### config.mk
export PLATFORM = sky130hd
export DESIGN_NAME = count_window_monitor
export DESIGN_NICKNAME = d
export VERILOG_FILES = /design/src/rtl/count_mon_pkg.sv /design/src/rtl/count_zone_classify.sv /design/src/rtl/count_window_monitor.sv
export SDC_FILE = /design/constraint.sdc
export NUM_CORES = 1
export LEC_CHECK = 0
export ABC_CLOCK_PERIOD_IN_PS = 4000
export CAP_MARGIN = 20
export CORE_MARGIN = 4
export CORE_UTILIZATION = 51
export CTS_CLUSTER_DIAMETER = 200
export DETAILED_ROUTE_END_ITERATION = 6
export PLACE_DENSITY = 0.86
export SLEW_MARGIN = 20
export SYNTH_ARGS = -nofsm -noshare
export SYNTH_HDL_FRONTEND = slang
export SYNTH_SLANG_ARGS = --single-unit
### constraint.sdc
create_clock -name clk -period 4 [get_ports clk]
set_input_delay 1 -clock clk [delete_from_list [all_inputs] [get_ports clk]]
set_output_delay 1 -clock clk [all_outputs]
set_load 0.1 [all_outputs]
### src/rtl/count_mon_pkg.sv
// Shared constants for the count window monitor: zone encodings and default sizes.
package count_mon_pkg;

    localparam logic [1:0] ZONE_INIT   = 2'b00;
    localparam logic [1:0] ZONE_BELOW  = 2'b01;
    localparam logic [1:0] ZONE_INSIDE = 2'b10;
    localparam logic [1:0] ZONE_ABOVE  = 2'b11;

    localparam int DEF_WIDTH      = 8;
    localparam int DEF_STALL_LIM  = 16;
    localparam int DEF_WRAP_CNT_W = 8;

endpackage

### src/rtl/count_zone_classify.sv
// Combinational classification of a count value against an inclusive [lo, hi] window.
module count_zone_classify
    import count_mon_pkg::*;
#(
    parameter int WIDTH = DEF_WIDTH
) (
    input  logic [WIDTH-1:0] count,
    input  logic [WIDTH-1:0] lo,
    input  logic [WIDTH-1:0] hi,
    output logic [1:0]       zone_o
);

    // With lo > hi any count >= lo is also > hi, so an empty window falls out as ABOVE.
    always_comb begin
        zone_o = ZONE_ABOVE;
        if (count < lo) begin
            zone_o = ZONE_BELOW;
        end else if (count <= hi) begin
            zone_o = ZONE_INSIDE;
        end
    end

endmodule

### src/rtl/count_window_monitor.sv
// Watches an up/down counter bus: window zone FSM with enter/exit pulses,
// MAX<->0 wrap pulses with a signed-modulo tally, and stall detection.
module count_window_monitor
    import count_mon_pkg::*;
#(
    parameter int WIDTH      = DEF_WIDTH,
    parameter int STALL_LIM  = DEF_STALL_LIM,
    parameter int WRAP_CNT_W = DEF_WRAP_CNT_W
) (
    input  logic                  clk,
    input  logic                  clr,
    input  logic                  en,
    input  logic [WIDTH-1:0]      count,
    input  logic [WIDTH-1:0]      lo,
    input  logic [WIDTH-1:0]      hi,
    output logic [1:0]            zone,
    output logic                  in_window,
    output logic                  enter_p,
    output logic                  exit_p,
    output logic                  wrap_up_p,
    output logic                  wrap_dn_p,
    output logic [WRAP_CNT_W-1:0] wrap_cnt,
    output logic                  stalled
);

    localparam int SC_W = $clog2(STALL_LIM + 1);
    localparam logic [SC_W-1:0]  STALL_MAX = SC_W'(STALL_LIM);
    localparam logic [WIDTH-1:0] CNT_MAX   = {WIDTH{1'b1}};
    localparam logic [WIDTH-1:0] CNT_ZERO  = '0;

    logic [1:0]            zone_q, zone_d;
    logic [WIDTH-1:0]      prev_q, prev_d;
    logic                  prev_valid_q, prev_valid_d;
    logic [SC_W-1:0]       stall_cnt_q, stall_cnt_d;
    logic                  stalled_q, stalled_d;
    logic [WRAP_CNT_W-1:0] wrap_cnt_q, wrap_cnt_d;
    logic                  enter_q, enter_d;
    logic                  exit_q, exit_d;
    logic                  wrap_up_q, wrap_up_d;
    logic                  wrap_dn_q, wrap_dn_d;
    logic [1:0]            cls_zone;

    count_zone_classify #(.WIDTH(WIDTH)) u_classify (
        .count  (count),
        .lo     (lo),
        .hi     (hi),
        .zone_o (cls_zone)
    );

    always_comb begin
        zone_d       = zone_q;
        prev_d       = prev_q;
        prev_valid_d = prev_valid_q;
        stall_cnt_d  = stall_cnt_q;
        stalled_d    = stalled_q;
        wrap_cnt_d   = wrap_cnt_q;
        enter_d      = 1'b0;
        exit_d       = 1'b0;
        wrap_up_d    = 1'b0;
        wrap_dn_d    = 1'b0;

        if (en) begin
            prev_d       = count;
            prev_valid_d = 1'b1;
            zone_d       = cls_zone;

            // The first sample after reset only seeds the zone; it never pulses.
            if (zone_q != ZONE_INIT) begin
                enter_d = (cls_zone == ZONE_INSIDE) && (zone_q != ZONE_INSIDE);
                exit_d  = (zone_q == ZONE_INSIDE) && (cls_zone != ZONE_INSIDE);
            end

            if (prev_valid_q) begin
                if ((prev_q == CNT_MAX) && (count == CNT_ZERO)) begin
                    wrap_up_d  = 1'b1;
                    wrap_cnt_d = wrap_cnt_q + WRAP_CNT_W'(1);
                end
                if ((prev_q == CNT_ZERO) && (count == CNT_MAX)) begin
                    wrap_dn_d  = 1'b1;
                    wrap_cnt_d = wrap_cnt_q - WRAP_CNT_W'(1);
                end

                if (count == prev_q) begin
                    stall_cnt_d = (stall_cnt_q == STALL_MAX) ? stall_cnt_q
                                                             : stall_cnt_q + SC_W'(1);
                    stalled_d   = (stall_cnt_d == STALL_MAX);
                end else begin
                    stall_cnt_d = '0;
                    stalled_d   = 1'b0;
                end
            end
        end
    end

    always_ff @(posedge clk) begin
        if (clr) begin
            zone_q       <= ZONE_INIT;
            prev_q       <= '0;
            prev_valid_q <= 1'b0;
            stall_cnt_q  <= '0;
            stalled_q    <= 1'b0;
            wrap_cnt_q   <= '0;
            enter_q      <= 1'b0;
            exit_q       <= 1'b0;
            wrap_up_q    <= 1'b0;
            wrap_dn_q    <= 1'b0;
        end else begin
            zone_q       <= zone_d;
            prev_q       <= prev_d;
            prev_valid_q <= prev_valid_d;
            stall_cnt_q  <= stall_cnt_d;
            stalled_q    <= stalled_d;
            wrap_cnt_q   <= wrap_cnt_d;
            enter_q      <= enter_d;
            exit_q       <= exit_d;
            wrap_up_q    <= wrap_up_d;
            wrap_dn_q    <= wrap_dn_d;
        end
    end

    assign zone      = zone_q;
    assign in_window = (zone_q == ZONE_INSIDE);
    assign enter_p   = enter_q;
    assign exit_p    = exit_q;
    assign wrap_up_p = wrap_up_q;
    assign wrap_dn_p = wrap_dn_q;
    assign wrap_cnt  = wrap_cnt_q;
    assign stalled   = stalled_q;

endmodule
After elaboration in Yosys (flattened, before gate mapping)
Cells that the tools add are included.

word-level totals
  register bits after elaboration = 29
  word-level logic and storage cells = 48
  input port bits = 27
  output and inout port bits = 16

cells by class
  order comparisons = 2
  muxes and demuxes = 9
  reductions and logical operators = 12
  bitwise operators = 3
  add/subtract/negate cells = 3
  eq/ne operators = 9

operators with widths
  kind                                                                number
  8-bit equality test, second input constant                          2
  8-bit zero test                                                     2
  8-bit two-way mux                                                   2
  5-bit equality test, second input constant                          2
  5-bit two-way mux                                                   2
  8-bit by 1-bit adder with 8-bit output, second input constant       1
  8-bit equality test                                                 1
  8-bit <= comparator                                                 1
  8-bit < comparator                                                  1
  8-bit by 1-bit subtractor with 8-bit output, second input constant  1
  3-bit OR reduction                                                  2
  5-bit by 1-bit adder with 5-bit output, second input constant       1
  2-bit equality test, second input constant                          2
  1-bit logical AND                                                   4
  1-bit two-way mux                                                   4
  2-bit != test, second input constant                                2
  2-bit nonzero test                                                  2
  1-bit inverter                                                      3
  3-bit AND reduction                                                 1
  2-bit two-way mux                                                   1
  2-bit AND reduction                                                 1

Logic depth before layout (Yosys ltp)
  word-level depth = 5
  gate-level depth with buffers = 11
  gate-level depth less buffers = 11

Modules after synthesis
A second synthesis with hierarchy kept.

second synthesis, totals
  cell total of the unflattened synthesis = 258
  area total of the unflattened synthesis = 2234.6 um^2

modules (own cells, without submodules)
  module                cells each  times used  area each (um^2)
  count_window_monitor  205         1           1848.0
  count_zone_classify   53          1           386.6

Worst setup path before layout
Ideal clock, no wire load.

  path type = input-to-reg
  start point = input port count[4]
  end point = register wrap_cnt_q[7], in the netlist wrap_cnt[7]
  arrival = 3.410 ns
  cell stages on the path = 11
  path slack = 0.467 ns
  cell sequence = nor2b_1 nand4_1 or4_4 inv_1 ha_1 a21oi_1 nor2b_1 a311o_1 a31oi_1 mux2i_1 mux2_1

on the way
  cells in the longest elaborated chain, start to end = 4
  elaborated cells between the ends (all ways) = 7
  those cells by class = eq/ne (1); mux (1); reduce/logical (5)

RTL lines
  item                                                    RTL line                                                text
  start, declared                                         count_window_monitor.sv:13                              input logic [WIDTH-1:0] count,
  8-bit equality test or 8-bit zero test (tied branches)  count_window_monitor.sv:78, count_window_monitor.sv:74
  1-bit logical AND (on tied branches)                    count_window_monitor.sv:78, count_window_monitor.sv:74
  2-bit nonzero test (no line)                            -
  3-bit AND reduction (no line)                           -
  end signal, assigned                                    count_window_monitor.sv:113                             wrap_cnt_q <= wrap_cnt_d;
  end, declared                                           count_window_monitor.sv:36                              logic [WRAP_CNT_W-1:0] wrap_cnt_q, wrap_cnt_d;

Several ways; a longest one is shown, not always the timed one.
A chain may end at the register's enable or synchronous reset.

Final worst setup path
  start point = input port count[2]
  end point = register wrap_cnt_q[7], in the netlist wrap_cnt[7]

Same word-level chain as after synthesis.

==> run metrics <==
Non-Filler Instances 350; delay of the slowest critical-path stage 0.49 ns; Max clock buf depth 2; crit path DAT 3.98 ns; Tmin final 3.808 ns; Yosys top cell area share 0.2905; Max VDD drop 0.0002711 V; worst path bufs/invs 2; r2r startpoint prev_q[2]; syn nets 288; Final GP Congestion 0.9476; Most used DFF post-synth dfxtp_1; Worst setup startpoint count[2]; most common cell in the netlist nor2_1; Max Cap Viol 0; R2R setup slack 1.07 ns; CP Capture Point wrap_cnt[7]; YS warnings 0; crit-path leading delay family simple AND/OR/NAND/NOR gates; first-pass GRT wire length 7548 um; Final Core Density 0.7350; Initial Util 0.5377; 1st-iter DRT viols 105; Antenna diodes 0; PD cells 277.6 nW/um^2; register bit total from synthesis 29; total global-route track usage 0.1861; Die ar. 4984 sq um; grt ovf 0; Worst Clk Skew 0.004384 ns; Setup Viol. Count Final 0; RSZ-0062 raised after global routing false; width of the die 70.60 um; largest net degree at the start of global routing 22; Synth Instances 237; CTS buffer count 5; startpoint types primary input; CTS root buffer clkbuf_8; port bufs 42; Top cell by count, worst path nor2b_1; final WL 4357 um; H-tree lvl count 2; outcome finished, final reports clean; top cells by area, synth dfxtp_1 (29%), ha_1 (14%), mux2i_1 (7.0%); vias in the first global route 1786; Clk pin slew, worst setup/hold paths 0.06 ns; Vias 1879; sequential area share after synthesis 0.2905; Placed Cells 342; f_max 262.6 MHz; area delta synth->final 36.69%; clk_lat worst skew 0.28 ns; critical path class in -> reg; Final nets 352; Worst Tran Pin Value 0.9955 ns; critical path peak fanout 5; CTS Hold Bufs 0; Yosys top cell by area dfxtp_1; setup bufs post-CTS 0; worst path cell trace clkdlybuf4s50_1, nor2b_1, nand2_1, or4_4, inv_2, ha_1, a21oi_1, nor2b_1, a311o_1, a31oi_1, mux2i_1, mux2_1; CTS tree yes; # DRC 0; Detailed Routing Iterations Pass 1 4; leakage 1.187 nW; worst reg2reg path depth 11; Rows 22; ANT nets after route 0; Synth top cells by count nor2_1 (31), dfxtp_1 (29), ha_1 (23); kind of path behind the tightest hold check reg -> reg; Post-synth EDFFs 0; Mean Syn Cell Area 8.431 sq um; Crit-path slowest cell or4_4; WL/cell 12.45 um; Fin Setup TNS 0 ns; clk sinks 29; Die H 70.60 um; Max Transition Viols Final 0; FFs w/ async S/R, synth 0; Post-Syn Area 1998 sq um; r2r endpoint wrap_cnt[7]; overall power 0.7582 mW; Fin. Hold Viols 0; crit share post-route 0.9520; slew margin rel. 0.3342; DP HPWL 3472 um; vias per cell 5.369; layout cell share with drive strength beyond 1 0.1225; Core ar. 3716 sq um; initial antenna violation count 0; Worst Setup End Kind flip-flop; I/O pin count 43; Stages on worst setup path 12; WP data required 4.17 ns; Distinct cells, synth 46
what timing repair did:
| action | 4_1_cts | 5_1_grt |
|---|---|---|
| setup endpoints to repair | 0 | 1 |
| hold endpoints to repair | 0 | 0 |
| gates resized for setup | 0 | 2 |
placed cells by master, fill, tap and decap left out, types with 3 or more instances in the layout:
master	count
nor4_1	6
mux2i_1	14
o21ai_0	5
nand2_1	7
dfxtp_1	29
a21o_1	5
nor2b_1	10
nor2_1	31
nor3_1	3
inv_1	20
nand2b_1	13
a22oi_1	3
clkdlybuf4s50_1	42
nand4_1	3
ha_1	23
clkbuf_8	6
nand3_1	8
a21oi_1	13
xnor2_1	6
buf_4	21
state kept, by name, summed over array words and instances (netlist names):
| register | count |
|---|---|
| prev_q | 8 |
| exit_p | 1 |
| zone | 2 |
| stalled | 1 |
| wrap_dn_p | 1 |
| stall_cnt_q | 5 |
| prev_valid_q | 1 |
| wrap_up_p | 1 |
| wrap_cnt | 8 |
| enter_p | 1 |
per-layer routing:
layer  share of wire  global-route usage
met1            0.44              0.2103
met2            0.50              0.3326
met3           0.045             0.04830
met4           0.020             0.07516
met5               0                   0
final cells by class:
cell class	count	area [sq um]
Inverter	21	78.83
Fill cell	282	984.7
Tap cell	48	60.06
Timing Repair Buffer	63	578.1
Clock inverter	1	30.03
Multi-Input combinational cell	181	1318
Clock buffer	7	86.33
Sequential cell	29	580.6
logic make-up after synthesis:
logic type | Yosys count | synth area share
compound gates | 38 | 0.1234
xor+xnor | 7 | 0.03068
fa+ha+maj | 24 | 0.1540
buf+inv | 27 | 0.05135
flops | 29 | 0.2905
mux | 16 | 0.08140
simple gates | 96 | 0.2686
worst register-to-register path, stage by stage (launching register included):
cell	delay [ns]
dfxtp_1	0.33
nor2b_1	0.20
nand2_1	0.10
or4_4	0.49
inv_2	0.11
ha_1	0.23
a21oi_1	0.14
nor2b_1	0.07
a311o_1	0.36
a31oi_1	0.22
mux2i_1	0.23
mux2_1	0.33
power by group:
group          internal (mW)  leakage (nW)  switching [mW]  total (mW)
Clock                  0.203        0.0585           0.110       0.313
Sequential             0.297         0.236         0.00559       0.302
Combinational         0.0683         0.893          0.0746       0.143
how the worst min path moves through the flow:
stage | start | end | slack [ns] | depth (start not counted)
floorplan | prev_valid_q | prev_valid_q | 0.45 | 2
global placement | stalled | stalled | 0.44 | 2
detailed placement | stalled | stalled | 0.45 | 2
CTS | stalled | stalled | 0.46 | 2
global route | stalled | stalled | 0.49 | 2
finish | stalled | stalled | 0.46 | 2
per-stage QoR:
stage	area [sq um]	setup slack, ns	hold slack (ns)
floorplan	1998	0.4669	0.4542
global placement	2613	-0.08261	0.4390
detailed placement	2613	-0.1573	0.4532
CTS	2729	0.1286	0.4600
global route	2731	0.03140	0.4856
finish	2731	0.1922	0.4550
Note: power is estimated with default switching activity, not from simulation.
